<file path="src/rtl/trdb_packet_arbiter_if.sv">
// Packet bus between the per-source packet FIFOs, the arbiter and the trace stream aligner.
// master: arbiter side. slave: sources/aligner side.
interface trdb_packet_arbiter_if #(
    parameter int N_REQ             = 3,
    parameter int PACKET_LEN        = 32,
    parameter int PACKET_HEADER_LEN = 7
);
    logic [N_REQ*PACKET_LEN-1:0]        packet_bits_i;
    logic [N_REQ*PACKET_HEADER_LEN-1:0] packet_len_i;
    logic [N_REQ-1:0]                   valid_i;
    logic [N_REQ-1:0]                   grant_o;
    logic [PACKET_LEN-1:0]              packet_bits_o;
    logic [PACKET_HEADER_LEN-1:0]       packet_len_o;
    logic                               valid_o;
    logic                               grant_i;

    modport master (
        input  packet_bits_i, packet_len_i, valid_i, grant_i,
        output grant_o, packet_bits_o, packet_len_o, valid_o
    );

    modport slave (
        output packet_bits_i, packet_len_i, valid_i, grant_i,
        input  grant_o, packet_bits_o, packet_len_o, valid_o
    );
endinterface

</file>
<file path="src/rtl/trdb_packet_arbiter.sv">
// Round-robin packet arbiter in front of the trace stream aligner; holds one source until granted.
// Define TRDB_ARB_STRICT_PRIO_EN for fixed lowest-index-wins priority instead of round-robin.
module trdb_packet_arbiter #(
    parameter  int N_REQ             = 3,
    parameter  int PACKET_LEN        = 32,
    parameter  int PACKET_HEADER_LEN = 7,
    localparam int SEL_W             = $clog2(N_REQ)
) (
    input  logic                    clk_i,
    input  logic                    rst_ni,
    input  logic                    enable_i,
    input  logic                    flush_i,
    trdb_packet_arbiter_if.master   bus,
    output logic                    busy_o,
    output logic [SEL_W-1:0]        sel_o
);

    typedef enum logic {IDLE, LOCKED} state_e;

    state_e           state_q, state_d;
    logic [SEL_W-1:0] sel_q, sel_d;
    logic [SEL_W-1:0] scan_start;
    logic [SEL_W-1:0] win_idx;
    logic             win_found;
    logic             grant_hit;

    assign grant_hit = bus.grant_i & bus.valid_i[sel_q];

`ifdef TRDB_ARB_STRICT_PRIO_EN
    assign scan_start = '0;
`else
    logic [SEL_W-1:0] rr_q, rr_d;

    // Explicit wrap so non-power-of-2 source counts never land on an unused index.
    function automatic logic [SEL_W-1:0] wrap_inc(input logic [SEL_W-1:0] idx);
        if (idx == SEL_W'(N_REQ - 1))
            return '0;
        return idx + 1'b1;
    endfunction

    assign scan_start = rr_q;

    always_comb begin
        rr_d = rr_q;
        if (state_q == LOCKED && !flush_i && grant_hit)
            rr_d = wrap_inc(sel_q);
    end

    always_ff @(posedge clk_i or negedge rst_ni) begin
        if (!rst_ni)
            rr_q <= '0;
        else
            rr_q <= rr_d;
    end
`endif

    // First valid source at or above scan_start, wrapping modulo N_REQ.
    always_comb begin
        int               cand;
        logic [SEL_W-1:0] cand_idx;
        win_found = 1'b0;
        win_idx   = '0;
        cand      = 0;
        cand_idx  = '0;
        for (int k = 0; k < N_REQ; k++) begin
            cand = int'(scan_start) + k;
            if (cand >= N_REQ)
                cand = cand - N_REQ;
            cand_idx = cand[SEL_W-1:0];
            if (!win_found && bus.valid_i[cand_idx]) begin
                win_found = 1'b1;
                win_idx   = cand_idx;
            end
        end
    end

    always_comb begin
        state_d = state_q;
        sel_d   = sel_q;
        unique case (state_q)
            IDLE: begin
                if (enable_i && !flush_i && win_found) begin
                    state_d = LOCKED;
                    sel_d   = win_idx;
                end
            end
            LOCKED: begin
                if (flush_i || grant_hit)
                    state_d = IDLE;
            end
            default: state_d = IDLE;
        endcase
    end

    always_ff @(posedge clk_i or negedge rst_ni) begin
        if (!rst_ni) begin
            state_q <= IDLE;
            sel_q   <= '0;
        end else begin
            state_q <= state_d;
            sel_q   <= sel_d;
        end
    end

    // Aligner-facing mux; the grant path stays combinational so the pop lands in the grant cycle.
    always_comb begin
        bus.packet_bits_o = '0;
        bus.packet_len_o  = '0;
        bus.valid_o       = 1'b0;
        bus.grant_o       = '0;
        if (state_q == LOCKED) begin
            bus.packet_bits_o    = bus.packet_bits_i[sel_q*PACKET_LEN +: PACKET_LEN];
            bus.packet_len_o     = bus.packet_len_i[sel_q*PACKET_HEADER_LEN +: PACKET_HEADER_LEN];
            bus.valid_o          = bus.valid_i[sel_q];
            bus.grant_o[sel_q]   = grant_hit & ~flush_i;
        end
    end

    assign busy_o = (state_q == LOCKED);
    assign sel_o  = sel_q;

endmodule
</file>
<file path="src/flat_wrapper.sv">
// flat-port wrapper written by rule: the top's interface ports become plain ports
module trdb_packet_arbiter_flat 
#(
    parameter  int N_REQ             = 3,
    parameter  int PACKET_LEN        = 32,
    parameter  int PACKET_HEADER_LEN = 7,
    localparam int SEL_W             = $clog2(N_REQ)
)
  (clk_i, rst_ni, enable_i, flush_i, busy_o, sel_o, bus_packet_bits_i, bus_packet_len_i, bus_valid_i, bus_grant_i, bus_grant_o, bus_packet_bits_o, bus_packet_len_o, bus_valid_o);
  trdb_packet_arbiter_if #(.N_REQ(N_REQ), .PACKET_LEN(PACKET_LEN), .PACKET_HEADER_LEN(PACKET_HEADER_LEN)) bus_i ();
  input  logic clk_i;
  input  logic rst_ni;
  input  logic enable_i;
  input  logic flush_i;
  output logic busy_o;
  output logic [SEL_W-1:0] sel_o;
  input wire logic [$bits(bus_i.packet_bits_i)-1:0] bus_packet_bits_i;
  input wire logic [$bits(bus_i.packet_len_i)-1:0] bus_packet_len_i;
  input wire logic [$bits(bus_i.valid_i)-1:0] bus_valid_i;
  input wire logic [$bits(bus_i.grant_i)-1:0] bus_grant_i;
  output wire logic [$bits(bus_i.grant_o)-1:0] bus_grant_o;
  output wire logic [$bits(bus_i.packet_bits_o)-1:0] bus_packet_bits_o;
  output wire logic [$bits(bus_i.packet_len_o)-1:0] bus_packet_len_o;
  output wire logic [$bits(bus_i.valid_o)-1:0] bus_valid_o;
  assign bus_i.packet_bits_i = bus_packet_bits_i;
  assign bus_i.packet_len_i = bus_packet_len_i;
  assign bus_i.valid_i = bus_valid_i;
  assign bus_i.grant_i = bus_grant_i;
  assign bus_grant_o = bus_i.grant_o;
  assign bus_packet_bits_o = bus_i.packet_bits_o;
  assign bus_packet_len_o = bus_i.packet_len_o;
  assign bus_valid_o = bus_i.valid_o;
  trdb_packet_arbiter #(.N_REQ(N_REQ), .PACKET_LEN(PACKET_LEN), .PACKET_HEADER_LEN(PACKET_HEADER_LEN)) u_core (.clk_i(clk_i), .rst_ni(rst_ni), .enable_i(enable_i), .flush_i(flush_i), .bus(bus_i), .busy_o(busy_o), .sel_o(sel_o));
endmodule
</file>
<file path="config.mk">
export PLATFORM = sky130hd
export DESIGN_NAME = trdb_packet_arbiter_flat
export DESIGN_NICKNAME = d
export VERILOG_FILES = /design/src/rtl/trdb_packet_arbiter_if.sv /design/src/rtl/trdb_packet_arbiter.sv /design/src/flat_wrapper.sv
export SDC_FILE = /design/constraint.sdc
export NUM_CORES = 1
export LEC_CHECK = 0
export ABC_AREA = 1
export CORE_AREA = 2 2 77 79
export DETAILED_ROUTE_END_ITERATION = 6
export DIE_AREA = 0 0 79 81
export PLACE_DENSITY = 0.8
export REMOVE_ABC_BUFFERS = 1
export SYNTH_ARGS = -nofsm -noshare
export SYNTH_HDL_FRONTEND = slang
export SYNTH_SLANG_ARGS = --single-unit
</file>
<file path="constraint.sdc">
create_clock -name clk_i -period 2.31 [get_ports clk_i]
set_clock_uncertainty 0.2 [all_clocks]
set_input_delay 0.3465 -clock clk_i [delete_from_list [all_inputs] [get_ports clk_i]]
set_output_delay 0.3465 -clock clk_i [all_outputs]
set_load 0.02 [all_outputs]
</file>
# After elaboration in Yosys (flattened, before gate mapping)
# Index checks and enable logic that the tools add are counted.
[classes]
add_sub_neg = 6
n_mul = 1
div = 0
order_cmp = 8
n_eq_ne = 1
shift = 2
muxes = 30
bitwise_logic = 5
n_reduce_logical = 12
[ops]
columns = ["operator", "count"]
rows = [
  ["96-bit by 8-bit variable part select with 32-bit output", 1],
  ["32-bit 2-to-1 mux", 1],
  ["21-bit by 6-bit variable part select with 7-bit output", 1],
  ["2-bit 2-to-1 mux", 8],
  ["1-bit 2-to-1 mux", 13],
  ["2-bit by 3-bit < comparator with 1-bit output (second input constant)", 4],
  ["1-bit binary-select mux with 2-bit select", 4],
  ["1-bit logical AND", 7],
  ["7-bit 2-to-1 mux", 1],
  ["3-bit by 2-bit >= comparator with 1-bit output (second input constant)", 2],
  ["2-bit by 3-bit multiplier with 5-bit output (second input constant)", 1],
  ["2-bit by 1-bit subtractor with 2-bit output (second input constant)", 2],
  ["2-bit by 1-bit adder with 3-bit output (second input constant)", 1],
  ["2-bit by 2-bit adder with 3-bit output (second input constant)", 1],
  ["3-bit AND", 1],
  ["1-bit zero test", 3],
  ["3-bit 2-to-1 mux", 1],
  ["2-bit by 1-bit adder with 2-bit output (second input constant)", 1],
  ["1-bit AND", 2],
  ["1-bit demux with 2-bit select", 1],
  ["2-bit equality test (second input constant)", 1],
  ["2-bit by 1-bit >= comparator with 1-bit output (second input constant)", 1],
  ["2-bit >= comparator (second input constant)", 1],
  ["1-bit NOT", 2],
  ["4 further kinds", 4],
]
[word_totals]
register_bits = 5
latch_bits = 0
mem_bits_rw = 0
rom_bits = 0
out_inout_bits = 46
elab_cells = 68
memories = 0

# Depth between registers and ports, before layout
# Gate-level depths: netlist of run 1.
[depth]
ltp_word = 14
depth_mapped = 13
depth_no_buf = 13

# Least setup slack after synthesis of run 1
# OpenSTA, ideal clock, no wires.
[synth_path]
path_kind = "register to output"
startpoint = "reg u_core.sel_q[0], in the netlist u_core.sel_o[0]"
endpoint = "out bus_grant_o[2]"
t_arrival_ns = 1.550
t_required_ns = 1.764
path_slack_ns = 0.214
stages_incl_launch_ff = 6
path_buffers = 0
cell_sequence = "dfrtp_1 -> nor2_2 -> nand2_1 -> o211ai_2 -> nand2_2 -> nor4_1"
[synth_via]
elab_chain_len = 6
elab_cells_between_ends = 11
classes_between = "order compare: 2; mux: 5; bitwise: 3; reduce/logical: 1"
[synth_lines]
columns = ["element", "line_no", "text"]
rows = [
  ["from (decl)", "trdb_packet_arbiter.sv:21", "logic [SEL_W-1:0] sel_q, sel_d;"],
  ["from (signal assigned)", "trdb_packet_arbiter.sv:101", "sel_q <= sel_d;"],
  ["2-bit by 3-bit < comparator with 1-bit output (not written as such), or another cell as far along", "trdb_packet_arbiter.sv:115", "bus.grant_o[sel_q] = grant_hit & ~flush_i;"],
  ["1-bit logical AND (not written as such) / 1-bit 2-to-1 mux (equally long branches)", "trdb_packet_arbiter.sv:115, trdb_packet_arbiter.sv:27", ""],
  ["1-bit 2-to-1 mux (not written as such) / 1-bit AND (equally long branches)", "trdb_packet_arbiter.sv:115, trdb_packet_arbiter.sv:27", ""],
  ["1-bit demux with 2-bit select / 1-bit AND (equally long branches)", "-", ""],
  ["3-bit AND (no source line) *", "-", ""],
  ["3-bit 2-to-1 mux *", "trdb_packet_arbiter.sv:111", "if (state_q == LOCKED) begin"],
  ["to (decl)", "flat_wrapper.sv:21", "output wire logic [$bits(bus_i.grant_o)-1:0] bus_grant_o;"],
]
# Every way passes the cells marked *; elsewhere a longest branch is shown, timed or not. The select of a mux whose other input is x is not followed.

# Worst setup path in the final report of run 1
[layout_path]
startpoint = "reg u_core.sel_q[1], in the netlist u_core.sel_o[1]"
endpoint = "out bus_packet_bits_o[6]"
[layout_via]
elab_chain_len = 2
[layout_lines]
columns = ["element", "line_no", "text"]
rows = [
  ["96-bit by 8-bit variable part select with 32-bit output", "trdb_packet_arbiter.sv:112", "bus.packet_bits_o = bus.packet_bits_i[sel_q*PACKET_LEN +: PACKET_LEN];"],
  ["32-bit 2-to-1 mux", "trdb_packet_arbiter.sv:111", ""],
  ["to (decl)", "flat_wrapper.sv:22", "output wire logic [$bits(bus_i.packet_bits_o)-1:0] bus_packet_bits_o;"],
]
# No other way between the ends.

==> impl_results.md, run 1 <==
- Die Ht: between 80 and 90 um
- Proportion of layout cells with a drive suffix above 1: 0.138
- Detailed Place HPWL: 5700 um
- Most frequent cells in the layout: nand2_1 (192), clkdlybuf4s50_1 (127), inv_1 (54), nand3_1 (46), clkbuf_2 (33)
- Worst-path clk slew: 0.04 ns
- Status: complete, no violations
- Top post-synthesis cells by area: nand2_1 (48%), nand3_1 (15%), inv_1 (14%)
- Detailed Route WL: about 7200 um
- GR Overflow Total: 0
- Antenna viol nets, final: 0
- CP arrival: 1.69 ns
- Num CTS Buffers: 3
- CP Capture Type: primary output
- Worst VDD drop: 0.769 mV
- Initial antenna violation count: 0
- Wire per inst: roughly 12 um
- Top cell by count, worst path: nand2_1
- Crit path max fanout: 15
- Avg Cell Area, Syn: 4.50 um2
- Clock root buffer: clkbuf_8
- Avg Vias per Cell: approximately 4.5
- Placed inst area: about 3400 um2
- Global Route Usage Sum: 0.203
- Ratio of total power to cell area: about 920 nW/um2
- H-tree depth: 1
- Delay-heaviest family, CP: buffers and inverters
- DRT iter0 DRCs: 90
- Sequential area share after synthesis: 0.0827
- Worst Tran Pin Value: 0.242 ns
- Final Util: 0.580
- Worst hold-check path type: in -> async
- Cell area after layout: ~3300 um2
- Slew headroom: 0.837
- GP Congestion: roughly 0.83
- RSZ-0062 raised after global routing: no
- CTS tree: yes
- Core area: 5680 um2
- CTS Sinks: 5
- CP startpoint kind: register
- Setup violations, final: 0
- Final period util: 0.968
- Max stage delay cell, worst path: dfrtp_2
- Port Buf Inserts: 170
- Post-route minimum period: approximately 2.2 ns
- Crit-path cells: inv_4 -> nand2_1 -> inv_2 -> buf_6 -> nand2_1 -> nand3_1 -> nand2_1 -> inv_1 -> clkdlybuf4s15_2
- Area grow syn2layout: 118%
- Vias in the first global route: between 2000 and 2500
- Yosys reg bits: 5
- Site Rows: 28
- Worst-Skew Late Latency: approximately 0.23 ns
- Synthesized cell area: about 1500 um2
- Hold Vio Cnt, Final: 0
- FMAX: 447 MHz
- Slowest cell delay on critical path: 0.45 ns
- Initial Util: 0.267
- Setup CP Type: reg -> out
- First-pass DRT Iterations: 5
- Synthesis Warnings: 0
- Via count: roughly 2600
- Postcts setup bufs: 0
- First-pass GRT wire length: approximately 11000 um
- Worst Path Required: 1.76 ns
- IO Pins: roughly 170
- Antenna diodes: 0
- Filler Cells Inserted: about 550
- Leakage: between 1.5 and 2 nW
- Die W: around 79 um
- DRC: 0
- Clock Path Buffers: 2
- Crit path buf inv count: 5
- CTS Hold Bufs: 0
- Yosys cell types: 20
- Largest net degree at the start of global routing: 31
- DIE AREA: 6400 um2
- Number of nets in the layout: 638
- Commonest non-fill, non-tap cell in the layout: nand2_1
- Max cap viols: 0
- Synth area leader: nand2_1
- Mapped Cells: between 300 and 400
- Synth top area share: 0.476
- Max Slew Vio Count: 0
## area by class of cell
class | instances | area [um2] | share of cell area
Tap cell | 75 | 93.8 | 0.0285
Timing Repair Buffer | 186 | 1710 | 0.518
Inverter | 57 | 216 | 0.0657
Multi-Input combinational cell | 257 | 1100 | 0.335
Sequential cell | 5 | 128 | 0.0387
Clock buffer | 4 | 45.0 | 0.0137
## registers in the layout, indices dropped and copies added (netlist names)
register	count
u_core.sel_o	2
u_core.busy_o	1
u_core.rr_q	2
## routing by layer
metal,wire length [um],track usage
met5,0,0
met1,2700,0.228
met4,93,0.0397
met3,778,0.0533
met2,3650,0.386
## worst reg2reg max path: stages (launching register included)
cell and delay, ns:
dfrtp_1 0.37, inv_1 0.07, ha_1 0.40, inv_2 0.09, nand2_1 0.06, nand2_1 0.06, a21oi_2 0.17, nand3_1 0.10
nand2_1 0.15, inv_1 0.07, nand2_1 0.08, nand2_1 0.05
## Yosys cell counts
master,n
buf_1,2
clkbuf_1,3
nand4_1,2
nand2_2,1
nand3_1,46
nor2_1,1
a21oi_2,1
o211ai_2,1
nor3b_1,1
o21ai_0,4
ha_1,3
nand2_1,192
o21ai_1,1
buf_2,10
nor4_1,1
inv_2,2
nor2_2,3
buf_4,2
inv_1,55
dfrtp_1,5
## report_power, final
group          switching [mW]  total, mW  internal (mW)  leakage (nW)
Combinational            1.59       2.69           1.10          1.80
Sequential             0.0605      0.192          0.132        0.0604
Clock                  0.0479      0.167          0.119        0.0228
## path summary, 6_finish.rpt
check                           slack (ns)                          end                         from  depth (start not counted)
min in group clk_i                    0.40   u_core.rr_q[1]$_DFFE_PN0P_   u_core.rr_q[1]$_DFFE_PN0P_                          2
max in group asynchronous             1.54  u_core.sel_o[0]$_DFFE_PN0P_                       rst_ni                          1
worst max-delay path                  0.07         bus_packet_bits_o[6]  u_core.sel_o[1]$_DFFE_PN0P_                          9
worst min register to register        0.40   u_core.rr_q[1]$_DFFE_PN0P_   u_core.rr_q[1]$_DFFE_PN0P_                          2
worst min-delay path                  0.15      u_core.busy_o$_DFF_PN0_                       rst_ni                          1
worst max register to register        0.34  u_core.sel_o[1]$_DFFE_PN0P_   u_core.rr_q[0]$_DFFE_PN0P_                         11
## cell families after synthesis
kind of cell / synth area share
AOI/OAI and AO/OA: 0.0306
adders and majority gates: 0.0248
buffers and inverters: 0.197
DFF: 0.0827
and+or+nand+nor: 0.665
## through the flow
| step | std cells | power (mW) | hold WS (ns) | setup WS (ns) | setup TNS, ns |
|---|---|---|---|---|---|
| 3_5_place_dp | 579 | 3.01 | 0.390 | -0.318 | -1.63 |
| 5_1_grt | 584 | 3.34 | 0.164 | 0.00166 | 0 |
| 4_1_cts | 583 | 3.09 | 0.156 | 0.00117 | 0 |
| 2_1_floorplan | 319 | 1.72 | -0.149 | -0.543 | -1.18 |
| 6_report | 584 | 3.05 | 0.150 | 0.0741 | 0 |
| 3_3_place_gp | 579 | 2.95 | 0.352 | -0.242 | -1.03 |
## timing repair
item | 4_1_cts | 5_1_grt
cloned | 0 | 1
endpoints found under the setup margin | 42 | 41
pin swaps | 0 | 2
gates resized for setup | 84 | 51
(Power assumes the default switching activity.)
==> run 2, diff against run 1 <==
==> constraint.sdc (replaced) <==
create_clock -name clk_i -period 2.31 [get_ports clk_i]
set_clock_uncertainty 0.2 [all_clocks]
set_input_delay 0.3465 -clock clk_i [delete_from_list [all_inputs] [get_ports clk_i]]
set_output_delay 0.3465 -clock clk_i [all_outputs]
set_load 0.1 [all_outputs]
==> impl_results.md, run 2 (synthesis gave the netlist of run 1 again) <==
- Crit path max fanout: 4 (-11)
- CP arrival: 1.72 ns (+0.03 ns)
- Detailed Route WL: 7450 um (+3.2%)
- Worst-Skew Late Latency: 0.23 ns (about the same)
- Switch Pwr: 3.37 mW (+99%)
- Clock root buffer: clkbuf_8
- Worst setup endpoint: bus_grant_o[2]
- Most frequent cells in the layout: nand2_1 (189), clkdlybuf4s50_1 (122), inv_1 (54), nand3_1 (46), buf_12 (46)
- Hold Vio Cnt, Final: 0 (unchanged)
- Die W: 79 um (unchanged)
- Wire per inst: 12.9 um (+4.1%)
- Area grow syn2layout: 155%
- Antenna diodes: 0 (unchanged)
- Placed inst area: 3750 um2 (+11%)
- Antenna viol nets, final: 0 (unchanged)
- First-pass GRT wire length: 10800 um (+0.83%)
- Power share of the clock group: 0.031 (-0.024)
- GR Overflow Total: 0 (unchanged)
- Avg Vias per Cell: 4.58 (+1.7%)
- Leakage: 2.04 nW (+7.9%)
- First-pass DRT Iterations: 6 (+1)
- Port Buf Inserts: 170 (unchanged)
- FMAX: 441 MHz (-1.5%)
- Setup CP Type: reg -> out
- CP Capture Type: primary output
- R2R Setup Slk: 0.29 ns (-0.05 ns)
- Largest net degree at the start of global routing: 44 (+42%)
- Post-route minimum period: 2.27 ns (+0.0340 ns)
- Global Route Usage Sum: 0.207 (+0.00379)
- Placement Setup Slack: 0.0402 ns (+0.358 ns)
- Sw Ratio: 0.633 (+0.0761)
- Via count: 2654 (+0.87%)
- Num CTS Buffers: 3 (unchanged)
- Initial Util: 0.267 (unchanged)
- Slew headroom: 0.815 (-0.0224)
- Reg-to-Reg Start: u_core.rr_q[0]$_DFFE_PN0P_
- RSZ-0062 raised after global routing: yes
- DIE AREA: 6400 um2 (unchanged)
- Worst Setup SP: u_core.sel_o[1]$_DFFE_PN0P_
- Die Ht: 81 um (unchanged)
- Worst hold-check path type: in -> async
- Final worst slack: 0.0402 ns (-0.0340 ns)
- Max cap viols: 0 (unchanged)
- CP startpoint kind: register
- Initial antenna violation count: 0 (unchanged)
- Reg2Reg Capture Point: u_core.sel_o[1]$_DFFE_PN0P_
- IO Pins: 171 (unchanged)
- Final period util: 0.983 (+0.0147)
- Pint: 1.96 mW (+45%)
- Number of nets in the layout: 633 (-0.78%)
- CTS Hold Bufs: 0 (unchanged)
- Ratio of total power to cell area: 1380 nW/um2 (+49%)
- Hold_ws: 0.153 ns (+0.00269 ns)
- Filler Cells Inserted: 485 (-12%)
- DRT iter0 DRCs: 107 (+19%)
- H-tree depth: 1 (unchanged)
- R2R cell count: 11 (unchanged)
- Sequential power share: 0.037 (-0.026)
- Setup TNS: 0 ns (unchanged)
- CTS tree: yes
- Setup violations, final: 0 (unchanged)
- Worst Path Required: 1.76 ns (about the same)
- Vias in the first global route: 2342 (+0.13%)
- DRC: 0 (unchanged)
- Logic pwr share: 0.932 (+0.050)
- Worst VDD drop: 0.849 mV (+10%)
- Worst Tran Pin Value: 0.280 ns (+0.0381 ns)
- Worst-path clk slew: 0.04 ns (about the same)
- GP Congestion: 0.919 (+11%)
- Tot Pwr: 5.33 mW (+75%)
- Max Slew Vio Count: 0 (unchanged)
- Cell area after layout: 3860 um2 (+17%)
- Detailed Place HPWL: 5780 um (+1.3%)
- Status: complete, no violations
- Final Util: 0.681 (+0.100)
- Proportion of layout cells with a drive suffix above 1: 0.149 (+0.0113)
- Site Rows: 28 (unchanged)
- Final Non-Filler Cells: 579 (-0.86%)
- CTS Sinks: 5 (unchanged)
- Clock Path Buffers: 2 (unchanged)
- Placed cells: 573 (-1.0%)
- Core area: 5680 um2 (unchanged)
- Commonest non-fill, non-tap cell in the layout: nand2_1
==> run 2: cell count changes in the layout (fill, tap and decap cells not counted), moves of 3 or more <==
cell | before | now
buf_12 | 4 | 46
buf_2 | 4 | 0
clkbuf_2 | 33 | 0
clkdlybuf4s50_1 | 127 | 122
nand2_1 | 192 | 189
nand2_2 | 1 | 4
==> run 2: area by class of cell <==
| class | instances | area, um2 | area share |
|---|---|---|---|
| repair buffers | 181 | 2260 | 0.585 |
| multi-input cells | 257 | 1120 | 0.290 |
| inverters | 57 | 216 | 0.0560 |
| flip-flops and latches | 5 | 128 | 0.0330 |
| well taps | 75 | 93.8 | 0.0243 |
| clock buffers | 4 | 45.0 | 0.0117 |
==> run 2: metal layers <==
layer / track usage / up-vias / part of all wire
met5: 0 / - / 0
met4: 0.0655 / 0 / 0.028
met3: 0.0578 / 20 / 0.10
met2: 0.393 / 140 / 0.51
met1: 0.221 / 1158 / 0.36
li1: - / 1336 / -
==> run 2: how the worst min path moves through the flow <==
stage,start,end,cells after the start
floorplan,rst_ni,u_core.busy_o$_DFF_PN0_,0
global placement,u_core.sel_o[1]$_DFFE_PN0P_,u_core.sel_o[1]$_DFFE_PN0P_,2
detailed placement,u_core.sel_o[1]$_DFFE_PN0P_,u_core.sel_o[1]$_DFFE_PN0P_,2
CTS,rst_ni,u_core.sel_o[1]$_DFFE_PN0P_,1
global route,rst_ni,u_core.busy_o$_DFF_PN0_,1
finish,rst_ni,u_core.busy_o$_DFF_PN0_,1
==> run 2: worst max-delay path, stage by stage, from the launching register on <==
cell and delay (ns):
dfrtp_2 0.45, inv_4 0.09, nand2_2 0.07, o211ai_2 0.17
nand2_2 0.13, nor4_2 0.27, buf_4 0.16, buf_12 0.16
==> run 2: power by group through the flow <==
| stage | Combinational (mW) | Clock, mW | Sequential, mW |
|---|---|---|---|
| after floorplan | 2.86 | 0 | 0.385 |
| after global placement | 4.84 | 0 | 0.176 |
| after detailed placement | 4.89 | 0 | 0.177 |
| after CTS | 4.90 | 0.168 | 0.178 |
| after global routing | 5.23 | 0.171 | 0.203 |
| final | 4.96 | 0.165 | 0.199 |
==> run 2: timing repair <==
item	4_1_cts	5_1_grt
setup buffers	0	2
endpoints found under the setup margin	0	42
gates resized for setup	0	16
==> run 3, diff against run 2 <==
--- a/config.mk
+++ b/config.mk
@@ -6,6 +6,7 @@
 export NUM_CORES = 1
 export LEC_CHECK = 0
 export ABC_AREA = 1
+export ABC_CLOCK_PERIOD_IN_PS = 2310
 export CORE_AREA = 2 2 77 79
 export DETAILED_ROUTE_END_ITERATION = 6
 export DIE_AREA = 0 0 79 81
==> results of run 3 <==
Same layout as run 2: the final DEF is identical, and so are final timing and power.
